$ cat src/rtl/count_mon_pkg.sv
`default_nettype none
// ============================================================================
// Module   : count_mon_pkg
// Purpose  : Shared types and constants for the count_monitor checker.
//            Event type encoding, monitor FSM states, counter width and the
//            packed FIFO entry layout {type, obs, exp}.
// Config   : none (COUNT_MON_STATS_EN is consumed by count_monitor only)
// Revision : 1.0 - initial release
// ============================================================================
package count_mon_pkg;

    localparam int CNT_W = 8;

    typedef enum logic [1:0] {
        EVT_WRAP = 2'd0,
        EVT_LOAD = 2'd1,
        EVT_ERR  = 2'd2
    } evt_type_e;

    typedef enum logic [0:0] {
        SYNC  = 1'b0,
        CHECK = 1'b1
    } mon_state_e;

    typedef struct packed {
        evt_type_e          typ;
        logic [CNT_W-1:0]   obs;
        logic [CNT_W-1:0]   expv;
    } evt_entry_t;

    localparam int ENTRY_W = $bits(evt_entry_t);

endpackage
`default_nettype wire

$ cat src/rtl/count_mon_fifo.sv
`default_nettype none
// ============================================================================
// Module   : count_mon_fifo
// Purpose  : Small synchronous FIFO holding classified monitor events.
//            Pointers carry one extra wrap bit so full/empty need no counter.
//            A push while full is accepted only when a pop frees the slot in
//            the same cycle; otherwise it is ignored (caller flags overflow).
//            rdata reads zero while empty.
// Ports    : clk, reset_l (async, active-low), push, pop, wdata,
//            rdata, full, empty
// Params   : DEPTH (power of two, >= 2), WIDTH (entry width)
// Revision : 1.0 - initial release
// ============================================================================
module count_mon_fifo #(
    parameter int DEPTH = 4,
    parameter int WIDTH = 18
) (
    input  logic             clk,
    input  logic             reset_l,
    input  logic             push,
    input  logic             pop,
    input  logic [WIDTH-1:0] wdata,
    output logic [WIDTH-1:0] rdata,
    output logic             full,
    output logic             empty
);

    localparam int AW = $clog2(DEPTH);

    logic [WIDTH-1:0] r_mem [DEPTH];
    logic [AW:0]      r_wr_ptr;
    logic [AW:0]      r_rd_ptr;
    logic             w_do_push;
    logic             w_do_pop;

    assign empty = (r_wr_ptr == r_rd_ptr);
    assign full  = (r_wr_ptr[AW] != r_rd_ptr[AW]) &&
                   (r_wr_ptr[AW-1:0] == r_rd_ptr[AW-1:0]);

    assign w_do_pop  = pop && !empty;
    // When full, the slot being written is the head being popped this cycle;
    // the head is read before the edge, so both may proceed together.
    assign w_do_push = push && (!full || w_do_pop);

    always_ff @(posedge clk or negedge reset_l) begin
        if (!reset_l) begin
            r_wr_ptr <= '0;
            r_rd_ptr <= '0;
        end else begin
            if (w_do_push) r_wr_ptr <= r_wr_ptr + {{AW{1'b0}}, 1'b1};
            if (w_do_pop)  r_rd_ptr <= r_rd_ptr + {{AW{1'b0}}, 1'b1};
        end
    end

    // Storage is not reset; stale contents are masked by the empty flag.
    always_ff @(posedge clk) begin
        if (w_do_push) r_mem[r_wr_ptr[AW-1:0]] <= wdata;
    end

    assign rdata = empty ? '0 : r_mem[r_rd_ptr[AW-1:0]];

endmodule
`default_nettype wire

$ cat src/rtl/count_monitor.sv
`default_nettype none
// ============================================================================
// Module   : count_monitor
// Purpose  : Checker downstream of an 8-bit loadable counter. Predicts the
//            next counter value from load/in_data/out_data, classifies each
//            cycle as WRAP, LOAD, ERR or nothing, and queues events in a FIFO
//            drained over a valid/ready stream.
// Ports    : clk, reset_l (async, active-low)
//            mon_count, mon_load, mon_load_data  - snooped counter signals
//            evt_valid, evt_ready, evt_type, evt_obs, evt_exp - event stream
//            ovf (sticky drop flag), ovf_clr (sync clear)
//            wrap_cnt, err_cnt - only with COUNT_MON_STATS_EN defined
// Params   : FIFO_DEPTH (power of two, >= 2), EMIT_LOAD (1 = report loads)
// Config   : `define COUNT_MON_STATS_EN adds saturating WRAP/ERR counters
// Revision : 1.0 - initial release
// ============================================================================
module count_monitor
    import count_mon_pkg::*;
#(
    parameter int FIFO_DEPTH = 4,
    parameter bit EMIT_LOAD  = 1'b1
) (
    input  logic             clk,
    input  logic             reset_l,
    input  logic [CNT_W-1:0] mon_count,
    input  logic             mon_load,
    input  logic [CNT_W-1:0] mon_load_data,
    output logic             evt_valid,
    input  logic             evt_ready,
    output logic [1:0]       evt_type,
    output logic [CNT_W-1:0] evt_obs,
    output logic [CNT_W-1:0] evt_exp,
    output logic             ovf,
    input  logic             ovf_clr
`ifdef COUNT_MON_STATS_EN
    ,
    output logic [15:0]      wrap_cnt,
    output logic [15:0]      err_cnt
`endif
);

    mon_state_e       r_state;
    logic [CNT_W-1:0] r_pred;
    logic             r_load_d;
    logic             r_ovf;

    logic             w_evt_gen;
    evt_type_e        w_evt_typ;
    evt_entry_t       w_push_entry;
    evt_entry_t       w_head;
    logic             w_full;
    logic             w_empty;
    logic             w_pop;
    logic [CNT_W-1:0] w_next_pred;

    // ------------------------------------------------------------------
    // Predictor: what the counter must show next cycle.
    // ------------------------------------------------------------------
    assign w_next_pred = mon_load ? mon_load_data : (mon_count + 8'd1);

    // ------------------------------------------------------------------
    // Monitor FSM. SYNC exists so the first cycle after reset only seeds
    // the prediction; there is no valid previous value to compare with.
    // ------------------------------------------------------------------
    always_ff @(posedge clk or negedge reset_l) begin
        if (!reset_l) begin
            r_state  <= SYNC;
            r_pred   <= '0;
            r_load_d <= 1'b0;
        end else begin
            r_pred   <= w_next_pred;
            r_load_d <= mon_load;
            case (r_state)
                SYNC:    r_state <= CHECK;
                CHECK:   r_state <= CHECK;
                default: r_state <= SYNC;
            endcase
        end
    end

    // ------------------------------------------------------------------
    // Classifier. A mismatch always wins; a matched load suppresses the
    // wrap check, so loading 0x00 over 0xFF is reported as LOAD only.
    // ------------------------------------------------------------------
    always_comb begin
        w_evt_gen = 1'b0;
        w_evt_typ = EVT_WRAP;
        if (r_state == CHECK) begin
            if (mon_count != r_pred) begin
                w_evt_gen = 1'b1;
                w_evt_typ = EVT_ERR;
            end else if (r_load_d) begin
                w_evt_gen = EMIT_LOAD;
                w_evt_typ = EVT_LOAD;
            end else if (mon_count == '0) begin
                w_evt_gen = 1'b1;
                w_evt_typ = EVT_WRAP;
            end
        end
    end

    assign w_push_entry.typ  = w_evt_typ;
    assign w_push_entry.obs  = mon_count;
    assign w_push_entry.expv = r_pred;

    // ------------------------------------------------------------------
    // Event queue
    // ------------------------------------------------------------------
    assign w_pop = !w_empty && evt_ready;

    count_mon_fifo #(
        .DEPTH (FIFO_DEPTH),
        .WIDTH (ENTRY_W)
    ) u_fifo (
        .clk     (clk),
        .reset_l (reset_l),
        .push    (w_evt_gen),
        .pop     (w_pop),
        .wdata   (w_push_entry),
        .rdata   (w_head),
        .full    (w_full),
        .empty   (w_empty)
    );

    assign evt_valid = !w_empty;
    assign evt_type  = w_head.typ;
    assign evt_obs   = w_head.obs;
    assign evt_exp   = w_head.expv;

    // ------------------------------------------------------------------
    // Sticky overflow: a drop in the same cycle as a clear keeps the flag.
    // ------------------------------------------------------------------
    always_ff @(posedge clk or negedge reset_l) begin
        if (!reset_l) begin
            r_ovf <= 1'b0;
        end else if (w_evt_gen && w_full && !w_pop) begin
            r_ovf <= 1'b1;
        end else if (ovf_clr) begin
            r_ovf <= 1'b0;
        end
    end

    assign ovf = r_ovf;

`ifdef COUNT_MON_STATS_EN
    // ------------------------------------------------------------------
    // Saturating event counters. Dropped events still count. An event in
    // the same cycle as a clear is kept, leaving the counter at 1.
    // ------------------------------------------------------------------
    logic [15:0] r_wrap_cnt;
    logic [15:0] r_err_cnt;
    logic        w_is_wrap;
    logic        w_is_err;

    assign w_is_wrap = w_evt_gen && (w_evt_typ == EVT_WRAP);
    assign w_is_err  = w_evt_gen && (w_evt_typ == EVT_ERR);

    always_ff @(posedge clk or negedge reset_l) begin
        if (!reset_l) begin
            r_wrap_cnt <= '0;
            r_err_cnt  <= '0;
        end else if (ovf_clr) begin
            r_wrap_cnt <= {15'd0, w_is_wrap};
            r_err_cnt  <= {15'd0, w_is_err};
        end else begin
            if (w_is_wrap && (r_wrap_cnt != 16'hFFFF)) r_wrap_cnt <= r_wrap_cnt + 16'd1;
            if (w_is_err  && (r_err_cnt  != 16'hFFFF)) r_err_cnt  <= r_err_cnt  + 16'd1;
        end
    end

    assign wrap_cnt = r_wrap_cnt;
    assign err_cnt  = r_err_cnt;
`endif

endmodule
`default_nettype wire

$ cat config.mk
export PLATFORM = sky130hd
export DESIGN_NAME = count_monitor
export DESIGN_NICKNAME = d
export VERILOG_FILES = /design/src/rtl/count_mon_pkg.sv /design/src/rtl/count_mon_fifo.sv /design/src/rtl/count_monitor.sv
export SDC_FILE = /design/constraint.sdc
export NUM_CORES = 1
export LEC_CHECK = 0
export CAP_MARGIN = 10
export CORE_UTILIZATION = 50
export CTS_BUF_LIST = sky130_fd_sc_hd__clkbuf_16
export CTS_CLUSTER_DIAMETER = 200
export CTS_CLUSTER_SIZE = 14
export DETAILED_ROUTE_END_ITERATION = 16
export PLACE_DENSITY = 0.75
export SLEW_MARGIN = 20
export SYNTH_ARGS = -nofsm -noshare
export SYNTH_HDL_FRONTEND = slang
export SYNTH_SLANG_ARGS = --single-unit
$ cat constraint.sdc
create_clock -name clk -period 2.3 [get_ports clk]
set_clock_uncertainty 0.05 [all_clocks]
set_input_delay 0.575 -clock clk [delete_from_list [all_inputs] [get_ports clk]]
set_output_delay 0.575 -clock clk [all_outputs]
set_load 0.01 [all_outputs]
==> flow_metrics.env <==
export IMPL_wirelength_mm=8.00
export IMPL_critPathArrivalTime_ns=1.86
export IMPL_synth_commonest_cells="72 x edfxtp_1, 18 x mux4_2, 17 x dfrtp_1"
export IMPL_dpl_cell_area_sq_um=4490
export IMPL_syn_nets=239
export IMPL_cts_path_max_buffers=2
export IMPL_power_mw=6.78
export IMPL_reg2reg_depth=7
export IMPL_die_area_sq_um=7810
export IMPL_yosysWarnings=0
export IMPL_setup_viol=19
export IMPL_dr_pass1_iters=4
export IMPL_wire_per_inst_um=19.4
export IMPL_drv_slew=0
export IMPL_ys_seq_area_frac=0.693
export IMPL_syn_avg_cell_area_sq_um=17.7
export IMPL_drv_cap=0
export IMPL_grt_overflow_total=0
export IMPL_crit_path_end="evt_exp[7]"
export IMPL_p_per_area_nw_per_um2=1330
export IMPL_hold_viol_final=0
export IMPL_ctsHoldBuffers=0
export IMPL_cts_htree_levels=3
export IMPL_dieHeight_um=88.4
export IMPL_rows=31
export IMPL_max_freq_mhz=403
export IMPL_grt_start_max_net_pins=21
export IMPL_synth_most_common_cell="edfxtp_1"
export IMPL_hp_start="u_fifo.r_rd_ptr[2]"
export IMPL_p_int_mw=4.72
export IMPL_yosys_register_bits=89
export IMPL_place_ws_ns=-0.607
export IMPL_p_seq_frac=0.335
export IMPL_initial_utilization=0.515
export IMPL_holdWs_ns=0.440
export IMPL_yosysTopAreaCellShare=0.579
export IMPL_die_width_um=88.4
export IMPL_pwr_share_clk=0.211
export IMPL_finalCritPeriodShare=1.08
export IMPL_worstHoldPathType="flop to flop"
export IMPL_ant_nets=0
export IMPL_timing_rr_end="u_fifo.r_wr_ptr[1]"
export IMPL_place_gp_congestion=0.884
export IMPL_combPwrFrac=0.454
export IMPL_via_per_inst=5.25
export IMPL_multiInputGateArea_sq_um=1170
export IMPL_cts_made_buffers=9
export IMPL_cts_clk_slew_worst_paths_ns=0.06
export IMPL_clockRootBuffer="clkbuf_16"
export IMPL_setup_ws_ns=-0.183
export IMPL_yosys_cell_types_count=34
export IMPL_grtUsageTotal=0.225
export IMPL_cts_tree="built"
export IMPL_cts_sinks=89
export IMPL_grt_antenna_before_repair=0
export IMPL_synth_area_leaders="edfxtp_1 58%, dfrtp_1 11%, mux4_2 11%, xor2_1 3.3%, ha_1 2.3%"
export IMPL_synth_area_sq_um=3730
export IMPL_syn_inst=211
export IMPL_post_route_drc_count=0
export IMPL_async_flop_share=0.191
export IMPL_startpoint="u_fifo.r_rd_ptr[0]"
export IMPL_path_class="flop to output port"
export IMPL_hpwl_mm=4.78
export IMPL_reg2reg_slack_ns=0.22
export IMPL_port_buffers=40
export IMPL_nFillCells=481
export IMPL_routed_via_count=2170
export IMPL_yosys_area_top_type="edfxtp_1"
export IMPL_drt_iter0_drc=94
export IMPL_ioPinCount=41
export IMPL_insertion_delay_ns=0.33
export IMPL_p_sw_mw=2.06
export IMPL_synthToLayoutAreaGrowth_pct=36.4
export IMPL_setup_tns_ns=-2.81
export IMPL_p_leak_nw=2.00
export IMPL_grt_pass1_wl_mm=12.2
export IMPL_switching_share=0.304
export IMPL_drive_above_1_share=0.404
export IMPL_crit_path_end_kind="output port"
export IMPL_rsz0062_at_grt="yes"
export IMPL_grt_pass1_vias=2213
export IMPL_ys_flop_type="edfxtp_1"
export IMPL_ir_drop_uv=889
export IMPL_n_antenna_cell=0
export IMPL_critical_path_required_ns=1.67
export IMPL_status="finished, violations left"
export IMPL_regArea_sq_um=2590
export IMPL_worstSetupStartpointType="flop"
export IMPL_core_area_sq_um=7250
export IMPL_cp_max_fo=5
export IMPL_violations="negative setup slack"
export IMPL_fin_nets=337
export IMPL_rr_startpoint="r_pred[0]"
export IMPL_synth_edf_count=72
export IMPL_design_area_sq_um=5090
export IMPL_period_minus_slack_ns=2.48
[kinds of logic after synthesis]
group / count (synthesis) / synth area share
flops: 89 / 0.693
simple gates: 49 / 0.0848
xor+xnor: 21 / 0.0493
mux: 21 / 0.119
buf+inv: 12 / 0.0137
compound gates: 11 / 0.0158
fa+ha+maj: 7 / 0.0235
other cells: 1 / 0.00100
[power groups by stage]
stage	combinational, mW	sequential, mW	clock, mW
2_1_floorplan	1.34	2.25	0
3_3_place_gp	2.49	2.27	0
3_5_place_dp	2.52	2.29	0
4_1_cts	2.92	2.27	1.44
5_1_grt	3.32	2.30	1.51
6_report	3.08	2.27	1.43
[placed cells by master, fill, tap and decap left out, drive strengths merged]
cell type / instances
xnor2: 7
and4: 1
clkinvlp: 1
o22ai: 1
clkinv: 2
nor4: 2
nand3: 5
buf: 70
clkdlybuf4s50: 15
nor2b: 10
dlygate4sd2: 2
nor2: 2
nand4b: 1
inv: 9
and3: 3
o21ai: 8
and2: 5
conb: 1
ha: 7
mux4: 18
mux2: 3
clkbuf: 10
xor2: 14
dfrtp: 17
and2b: 8
nand2: 11
dlymetal6s2s: 4
a21oi: 1
nor4b: 1
o211ai: 1
bufinv: 1
edfxtp: 72
nor3: 1
[final cells by class]
class                           count  share of cell area
Clock buffer                        9              0.0442
Clock inverter                      7              0.0135
Inverter                            6             0.00442
Multi-Input combinational cell    111               0.231
Sequential cell                    89               0.509
Tap cell                           99              0.0243
Timing Repair Buffer               92               0.174
[sequential cells by signal (all words and copies together) (netlist names)]
register and cells:
u_fifo.r_mem 72, r_pred 8, u_fifo.r_rd_ptr 3, u_fifo.r_wr_ptr 3
ovf 1, r_load_d 1, r_state 1
[metal layers]
layer  vias to the layer above  routed length, um  global-route usage
li1                        990                  -                   -
met1                      1104               3420               0.297
met2                        64               4160               0.377
met3                        12                305              0.0420
met4                         0                121              0.0806
met5                         -                  0                   0
[worst max-delay path, stage by stage, from the launching register on]
cell and delay, ns:
dfrtp_2 0.48, buf_12 0.16, buf_6 0.10, mux4_2 0.48, and2b_1 0.16, buf_2 0.13
[metrics by stage]
stage / std cells / util
final: 413 / 0.702
after global routing: 413 / 0.702
after CTS: 411 / 0.692
after detailed placement: 375 / 0.618
after global placement: 375 / 0.618
after floorplan: 211 / -
[worst min path at each step]
stage	to	slack (ns)	cells past startpoint
after CTS	u_fifo.r_rd_ptr[2]	0.44	1
after floorplan	ovf	0.23	0
after global placement	u_fifo.r_wr_ptr[2]	0.43	1
after detailed placement	u_fifo.r_rd_ptr[2]	0.43	1
after global routing	u_fifo.r_rd_ptr[2]	0.47	1
final	u_fifo.r_rd_ptr[2]	0.44	1
[repair_timing]
item / CTS / global route
pin swaps: 6 / 2
setup buffers: 17 / 2
endpoints found under the setup margin: 93 / 74
gates resized for setup: 113 / 14
cloned: 3 / 0
(Power assumes the default switching activity.)
